--- src/rtl/ppu_palette_pixel_mux_if.sv ---
`default_nettype none
// ============================================================================
// ppu_palette_pixel_mux_if : dot, sprite-channel and CPU palette-port bundle
// Revision 1.0
// ============================================================================
interface ppu_palette_pixel_mux_if #(
  parameter int NUM_SPRITES = 8,
  parameter int COLOR_W     = 6
);
  logic                     pix_valid_in;
  logic [1:0]               bg_pixel;
  logic [1:0]               bg_palette;
  logic [2*NUM_SPRITES-1:0] spr_pixel;
  logic [2*NUM_SPRITES-1:0] spr_palette;
  logic [NUM_SPRITES-1:0]   spr_behind;
  logic                     spr0_present;
  logic                     clear_hit;
  logic                     greyscale;
  logic                     pal_we;
  logic [4:0]               pal_addr;
  logic [COLOR_W-1:0]       pal_wdata;
  logic [COLOR_W-1:0]       pal_rdata;
  logic                     pix_valid_out;
  logic [COLOR_W-1:0]       color_out;
  logic                     spr0_hit;

  modport master (
    output pix_valid_in, bg_pixel, bg_palette, spr_pixel, spr_palette, spr_behind,
    output spr0_present, clear_hit, greyscale, pal_we, pal_addr, pal_wdata,
    input  pal_rdata, pix_valid_out, color_out, spr0_hit
  );

  modport slave (
    input  pix_valid_in, bg_pixel, bg_palette, spr_pixel, spr_palette, spr_behind,
    input  spr0_present, clear_hit, greyscale, pal_we, pal_addr, pal_wdata,
    output pal_rdata, pix_valid_out, color_out, spr0_hit
  );
endinterface
`default_nettype wire

--- src/rtl/ppu_palette_pixel_mux.sv ---
`default_nettype none
// ============================================================================
// ppu_palette_pixel_mux : BG/sprite priority mux, 32-entry palette RAM, sprite-0 hit
// Revision 1.0 -- optional greyscale masking under PPU_PALETTE_GREYSCALE_EN
// ============================================================================
module ppu_palette_pixel_mux #(
  parameter int NUM_SPRITES = 8,
  parameter int COLOR_W     = 6
) (
  input  wire logic              clk,
  input  wire logic              rst,
  ppu_palette_pixel_mux_if.slave bus
);
  localparam int PAL_DEPTH = 32;

  logic [COLOR_W-1:0] r_pal [PAL_DEPTH];
  logic               r_s1_valid;
  logic [4:0]         r_s1_addr;
  logic               r_s1_grey;
  logic               r_valid_out;
  logic [COLOR_W-1:0] r_color;
  logic [COLOR_W-1:0] r_rdata;
  logic               r_hit;

  logic               w_sp_op;
  logic               w_sp_behind;
  logic [4:0]         w_sp_addr;
  logic               w_bg_op;
  logic [4:0]         w_bg_addr;
  logic [4:0]         w_addr;
  logic               w_hit_set;
  logic [COLOR_W-1:0] w_entry;
  logic [COLOR_W-1:0] w_lookup;

  // $3F10/$14/$18/$1C alias the backdrop entries $3F00/$04/$08/$0C.
  function automatic logic [4:0] mirror(input logic [4:0] a);
    return (a[4] && (a[1:0] == 2'b00)) ? {1'b0, a[3:0]} : a;
  endfunction

  // Scan from the lowest-priority channel up so channel 0 is the last to claim the slot.
  always_comb begin
    w_sp_op     = 1'b0;
    w_sp_behind = 1'b0;
    w_sp_addr   = '0;
    for (int i = NUM_SPRITES - 1; i >= 0; i--) begin
      if (bus.spr_pixel[2*i +: 2] != 2'b00) begin
        w_sp_op     = 1'b1;
        w_sp_behind = bus.spr_behind[i];
        w_sp_addr   = {1'b1, bus.spr_palette[2*i +: 2], bus.spr_pixel[2*i +: 2]};
      end
    end
  end

  assign w_bg_op   = (bus.bg_pixel != 2'b00);
  assign w_bg_addr = {1'b0, bus.bg_palette, bus.bg_pixel};

  always_comb begin
    w_addr = '0;
    if (w_sp_op && !(w_bg_op && w_sp_behind)) begin
      w_addr = w_sp_addr;
    end else if (w_bg_op) begin
      w_addr = w_bg_addr;
    end
  end

  assign w_hit_set = bus.pix_valid_in && bus.spr0_present &&
                     (bus.spr_pixel[1:0] != 2'b00) && w_bg_op;

  assign w_entry = r_pal[mirror(r_s1_addr)];

`ifdef PPU_PALETTE_GREYSCALE_EN
  localparam logic [COLOR_W-1:0] GREY_MASK = COLOR_W'(6'h30);
  assign w_lookup = r_s1_grey ? (w_entry & GREY_MASK) : w_entry;
`else
  logic unused_s1_grey;
  assign unused_s1_grey = r_s1_grey;
  assign w_lookup       = w_entry;
`endif

  always_ff @(posedge clk) begin
    if (rst) begin
      r_s1_valid  <= 1'b0;
      r_s1_addr   <= '0;
      r_s1_grey   <= 1'b0;
      r_valid_out <= 1'b0;
      r_color     <= '0;
      r_hit       <= 1'b0;
    end else begin
      r_s1_valid  <= bus.pix_valid_in;
      if (bus.pix_valid_in) begin
        r_s1_addr <= w_addr;
        r_s1_grey <= bus.greyscale;
      end
      r_valid_out <= r_s1_valid;
      if (r_s1_valid) begin
        r_color <= w_lookup;
      end
      if (w_hit_set) begin
        r_hit <= 1'b1;
      end else if (bus.clear_hit) begin
        r_hit <= 1'b0;
      end
    end
  end

  // Reads sample the array before this edge's write lands (read-before-write).
  always_ff @(posedge clk) begin
    if (rst) begin
      for (int i = 0; i < PAL_DEPTH; i++) begin
        r_pal[i] <= '0;
      end
      r_rdata <= '0;
    end else begin
      if (bus.pal_we) begin
        r_pal[mirror(bus.pal_addr)] <= bus.pal_wdata;
      end
      r_rdata <= r_pal[mirror(bus.pal_addr)];
    end
  end

  assign bus.pal_rdata     = r_rdata;
  assign bus.pix_valid_out = r_valid_out;
  assign bus.color_out     = r_color;
  assign bus.spr0_hit      = r_hit;

endmodule
`default_nettype wire
--- src/flat_wrapper.sv ---
// flat-port wrapper written by rule: the top's interface ports become plain ports
module ppu_palette_pixel_mux_flat 
#(
  parameter int NUM_SPRITES = 8,
  parameter int COLOR_W     = 6
)
  (clk, rst, bus_pix_valid_in, bus_bg_pixel, bus_bg_palette, bus_spr_pixel, bus_spr_palette, bus_spr_behind, bus_spr0_present, bus_clear_hit, bus_greyscale, bus_pal_we, bus_pal_addr, bus_pal_wdata, bus_pal_rdata, bus_pix_valid_out, bus_color_out, bus_spr0_hit);
  ppu_palette_pixel_mux_if #(.NUM_SPRITES(NUM_SPRITES), .COLOR_W(COLOR_W)) bus_i ();
  input  wire logic clk;
  input  wire logic rst;
  input wire logic [$bits(bus_i.pix_valid_in)-1:0] bus_pix_valid_in;
  input wire logic [$bits(bus_i.bg_pixel)-1:0] bus_bg_pixel;
  input wire logic [$bits(bus_i.bg_palette)-1:0] bus_bg_palette;
  input wire logic [$bits(bus_i.spr_pixel)-1:0] bus_spr_pixel;
  input wire logic [$bits(bus_i.spr_palette)-1:0] bus_spr_palette;
  input wire logic [$bits(bus_i.spr_behind)-1:0] bus_spr_behind;
  input wire logic [$bits(bus_i.spr0_present)-1:0] bus_spr0_present;
  input wire logic [$bits(bus_i.clear_hit)-1:0] bus_clear_hit;
  input wire logic [$bits(bus_i.greyscale)-1:0] bus_greyscale;
  input wire logic [$bits(bus_i.pal_we)-1:0] bus_pal_we;
  input wire logic [$bits(bus_i.pal_addr)-1:0] bus_pal_addr;
  input wire logic [$bits(bus_i.pal_wdata)-1:0] bus_pal_wdata;
  output wire logic [$bits(bus_i.pal_rdata)-1:0] bus_pal_rdata;
  output wire logic [$bits(bus_i.pix_valid_out)-1:0] bus_pix_valid_out;
  output wire logic [$bits(bus_i.color_out)-1:0] bus_color_out;
  output wire logic [$bits(bus_i.spr0_hit)-1:0] bus_spr0_hit;
  assign bus_i.pix_valid_in = bus_pix_valid_in;
  assign bus_i.bg_pixel = bus_bg_pixel;
  assign bus_i.bg_palette = bus_bg_palette;
  assign bus_i.spr_pixel = bus_spr_pixel;
  assign bus_i.spr_palette = bus_spr_palette;
  assign bus_i.spr_behind = bus_spr_behind;
  assign bus_i.spr0_present = bus_spr0_present;
  assign bus_i.clear_hit = bus_clear_hit;
  assign bus_i.greyscale = bus_greyscale;
  assign bus_i.pal_we = bus_pal_we;
  assign bus_i.pal_addr = bus_pal_addr;
  assign bus_i.pal_wdata = bus_pal_wdata;
  assign bus_pal_rdata = bus_i.pal_rdata;
  assign bus_pix_valid_out = bus_i.pix_valid_out;
  assign bus_color_out = bus_i.color_out;
  assign bus_spr0_hit = bus_i.spr0_hit;
  ppu_palette_pixel_mux #(.NUM_SPRITES(NUM_SPRITES), .COLOR_W(COLOR_W)) u_core (.clk(clk), .rst(rst), .bus(bus_i));
endmodule
--- config.mk ---
export PLATFORM = sky130hd
export DESIGN_NAME = ppu_palette_pixel_mux_flat
export DESIGN_NICKNAME = d
export VERILOG_FILES = /design/src/rtl/ppu_palette_pixel_mux_if.sv /design/src/rtl/ppu_palette_pixel_mux.sv /design/src/flat_wrapper.sv
export SDC_FILE = /design/constraint.sdc
export NUM_CORES = 1
export LEC_CHECK = 0
export BUFFER_PORTS_ARGS = -buffer_cell sky130_fd_sc_hd__buf_2
export CORE_MARGIN = 2
export CORE_UTILIZATION = 45
export CTS_BUF_LIST = sky130_fd_sc_hd__clkbuf_8 sky130_fd_sc_hd__clkbuf_16
export DETAILED_ROUTE_END_ITERATION = 8
export GPL_TIMING_DRIVEN = 0
export PLACE_DENSITY_LB_ADDON = 0.08
export SLEW_MARGIN = 20
export SYNTH_ARGS = -nofsm -noshare
export SYNTH_HDL_FRONTEND = slang
export SYNTH_SLANG_ARGS = --single-unit
--- constraint.sdc ---
create_clock -name clk -period 2.07 [get_ports clk]
set_input_delay 0.414 -clock clk [delete_from_list [all_inputs] [get_ports clk]]
set_output_delay 0.414 -clock clk [all_outputs]
set_load 0.01 [all_outputs]
==> results.cfg <==
[place]
postPlaceCellArea_sq_um = 11280
port-buffer-count = 71
hpwl_um = 25220
place_congestion = 0.9733

[setup_path]
crit_buf_inv = 2
r2r_cells = 8
timing_worst_setup_path_type = in -> reg
r2r_start = u_core.r_s1_addr[1]
cpMostUsedCell = buf_2
critPathRequiredTime_ps = 2220
r2r_end = u_core.bus.color_out[1]
r2r_setup_slack_ps = 50
cp-end-kind = flip-flop
critical_path.max_stage_delay_ps = 540
crit_fanout = 10
crit_chain = buf_2 > buf_2 > nand3_2 > nor3_2 > or2_2
crit_path_start_kind = input port
slowest_stage = nor3_2
cp.arrival_ps = 2220
cp_top_family = simple AND/OR/NAND/NOR gates

[floorplan]
die_w_um = 157.0
start_util = 0.4625
io_pins = 76
die_area_sq_um = 24650
die-height_um = 157.0
core_area_sq_um = 22780
std_cell_rows = 55

[outcome]
violations = setup timing
outcome = complete, but fails checks

[logic_synthesis]
yosysWarnings = 0
synth_cells = 882
yosysSeqAreaShare = 0.5169
synth.avg_cell_area_sq_um = 11.94
synth_area_sq_um = 10540
synth_edf_count = 168
yosys_register_bits = 188
synth_fp_nets = 944
async_reset_ff_frac = 0
yosysUniqueCellTypes = 47
synth_ff_type = edfxtp_1

[power_and_ir_drop]
power.density_nw_per_um2 = 787.1
seq_power_share = 0.475
p_int_mw = 6.706
combPwrFrac = 0.164
swShare = 0.2913
power.leakage_nw = 4.273
p_sw_mw = 2.756
p_clk_frac = 0.361
power_mw = 9.462
ir_worst_vdd_uv = 489.5

[timing]
finalSetupViolCount = 3
hold_violations = 0
timing.final.ws_setup_ps = -5.390
slew_violations = 0
max_freq_ghz = 0.4818
min_period_ps = 2075
grt_setup_unrepaired = yes
timing.final.crit_share = 1.003
max_slew_margin = 0.4387
tightest_slew_ps = 841.9
fin_skew_ps = 12.72

[global_routing]
grt.total_usage = 0.2840
antenna_found_initial = 0
grt_overflow = 0
grt_pass1_wl_um = 49780
grt_max_degree = 20
first_global_vias = 7613

[routing]
vias = 7914
drt_iter0_drc = 1009
first_pass_iters = 7
routed_wl_um = 33980
drc = 0
routed_via_density = 6.088
ant_nets = 0
avgRoutedWirePerCell_um = 26.14

[clocking]
cts_tree = done
cts_hold_buf = 0
clk_path_buf_depth = 2
ctsHtreeMaxLevel = 4
clkSinkCount = 188
numCtsBuffers = 17
insertion_delay_ps = 450
cts-root-buf = clkbuf_16
cts.clk_slew.worst_paths_ps = 80

[cells_and_area]
antenna_cells = 0
nFillCells = 1990
multi_input_area_sq_um = 4812
design_area_sq_um = 12020
drive_gt1_frac = 0.2756
area_delta_synth_final_pct = 14.11
regArea_sq_um = 5448
final_util = 0.5278
layout.nets = 1036

[flow_run]
drv_cap = 0

[hold_path]
min-delay-start = bus_clear_hit
hold_end = u_core.bus.spr0_hit
hold_path_depth = 3
hold_path.class = in -> reg
synthesized netlist by cell type (2+ instances only):
library cell  number  share of area
nand2b_1          13         0.0077
nor3_1            20         0.0095
nand4_1            4         0.0024
and2_1           171           0.10
a221oi_1          14          0.012
o21ai_1            2        0.00095
dfxtp_1           20          0.038
o21ai_0           27          0.013
a22oi_1           29          0.021
a21o_1             5         0.0036
nand3_1           27          0.013
clkbuf_1          26         0.0093
o22ai_1            7         0.0042
edfxtp_1         168           0.48
mux2i_1           16          0.015
mux2_2            20          0.021
mux2_1             3         0.0032
a221o_1            2         0.0019
mux4_2            54           0.12
nor2b_1            4         0.0024
buf_4             10         0.0071
inv_1              9         0.0032
buf_6              2         0.0021
or2_1              6         0.0036
o211ai_1           2         0.0014
nand2_1           49          0.017
a31oi_1           13         0.0077
buf_1              6         0.0021
or2_2             29          0.017
nor4_1             7         0.0042
a21oi_1           38          0.018
buf_2             21          0.010
nor2_1            39          0.014
a41oi_1            6         0.0050
per-stage QoR:
step	TNS, ps	setup slack (ps)	hold WS (ps)	std cells
floorplan	0	130.5	489.1	882
global placement	-130600	-929.6	454.9	1266
detailed placement	-135320	-934.4	458.5	1266
CTS	0	20.30	215.9	1300
global route	-296.7	-40.28	240.9	1300
finish	-10.48	-5.390	222.3	1300
power by group through the flow:
stage               sequential (mW)  clock [mW]  combinational [mW]
floorplan                      4.51           0               0.929
global placement               4.56           0                1.48
detailed placement             4.57           0                1.48
CTS                            4.49        3.42                1.51
global route                   4.51        3.58                1.63
finish                         4.49        3.42                1.55
state kept, by name, summed over array words and instances, names as in the netlist:
| name | count |
|---|---|
| u_core.bus.color_out | 6 |
| u_core.bus.pal_rdata | 6 |
| u_core.bus.pix_valid_out | 1 |
| u_core.bus.spr0_hit | 1 |
| u_core.r_pal | 168 |
| u_core.r_s1_addr | 5 |
| u_core.r_s1_valid | 1 |
kinds of logic after synthesis:
| logic type | share of synthesized area |
|---|---|
| buffers and inverters | 0.03385 |
| multiplexers | 0.1552 |
| AO/OA/AOI/OAI | 0.09573 |
| flip-flops | 0.5169 |
| AND/OR/NAND/NOR | 0.1983 |
tightest hold or removal path: stages:
cell and delay, ps:
buf_2 70, nand2b_1 90, a21oi_1 50
how the worst max path moves through the flow:
| stage | from | end | slack (ps) | cells after the start |
|---|---|---|---|---|
| 2_1_floorplan | bus_pal_addr[1] | u_core.r_pal[29][0] | 130 | 8 |
| 3_3_place_gp | rst | u_core.r_pal[27][5] | -930 | 5 |
| 3_5_place_dp | bus_pal_addr[1] | u_core.r_pal[27][2] | -930 | 5 |
| 4_1_cts | bus_pal_addr[1] | u_core.r_pal[27][5] | 20 | 5 |
| 5_1_grt | bus_pal_addr[1] | u_core.r_pal[19][4] | -40 | 5 |
| 6_report | bus_pal_addr[1] | u_core.r_pal[19][4] | -5 | 5 |
layout make-up:
type / count / area share
Tap cell: 313 / 0.03258
Clock buffer: 17 / 0.03539
Inverter: 9 / 0.002810
Sequential cell: 188 / 0.4532
Timing Repair Buffer: 73 / 0.03081
Clock inverter: 15 / 0.01415
Multi-Input combinational cell: 620 / 0.4003
Buffer: 65 / 0.03081
per-layer routing:
layer / GRT usage / vias to the layer above / part of all wire
met4: 0.09567 / 0 / 0.031
met3: 0.04157 / 67 / 0.079
li1: - / 3503 / -
met2: 0.4501 / 450 / 0.46
met5: 0 / - / 0
met1: 0.4027 / 3894 / 0.43
cell usage in the layout, fill, tap and decap left out, types with 4 or more instances in the layout:
master	netlist	layout
a21o_1	5	5
a21oi_1	38	37
a221oi_1	14	13
a22oi_1	29	29
a31oi_1	13	12
a41oi_1	6	6
and2_1	171	171
buf_1	6	6
buf_2	21	87
buf_4	10	7
buf_6	2	8
clkbuf_1	26	22
clkbuf_16	0	17
clkbuf_2	0	4
dfxtp_1	20	18
edfxtp_1	168	168
inv_1	9	9
inv_6	0	6
inv_8	0	4
mux2_2	20	20
mux2i_1	16	15
mux4_2	54	54
nand2_1	49	48
nand2b_1	13	13
nand3_1	27	26
nand4_1	4	4
nor2_1	39	34
nor2_2	0	5
nor3_1	20	14
nor3_2	0	5
nor4_1	7	7
o21ai_0	27	26
o22ai_1	7	7
or2_1	6	6
or2_2	29	29
what timing repair did:
| action | in CTS | in global routing |
|---|---|---|
| endpoints found under the setup margin | 144 | 30 |
| resized for setup | 23 | 18 |
| hold endpoints to repair | 0 | 0 |
| setup buffers | 2 | 0 |
Note: power is estimated with default switching activity, not from simulation.
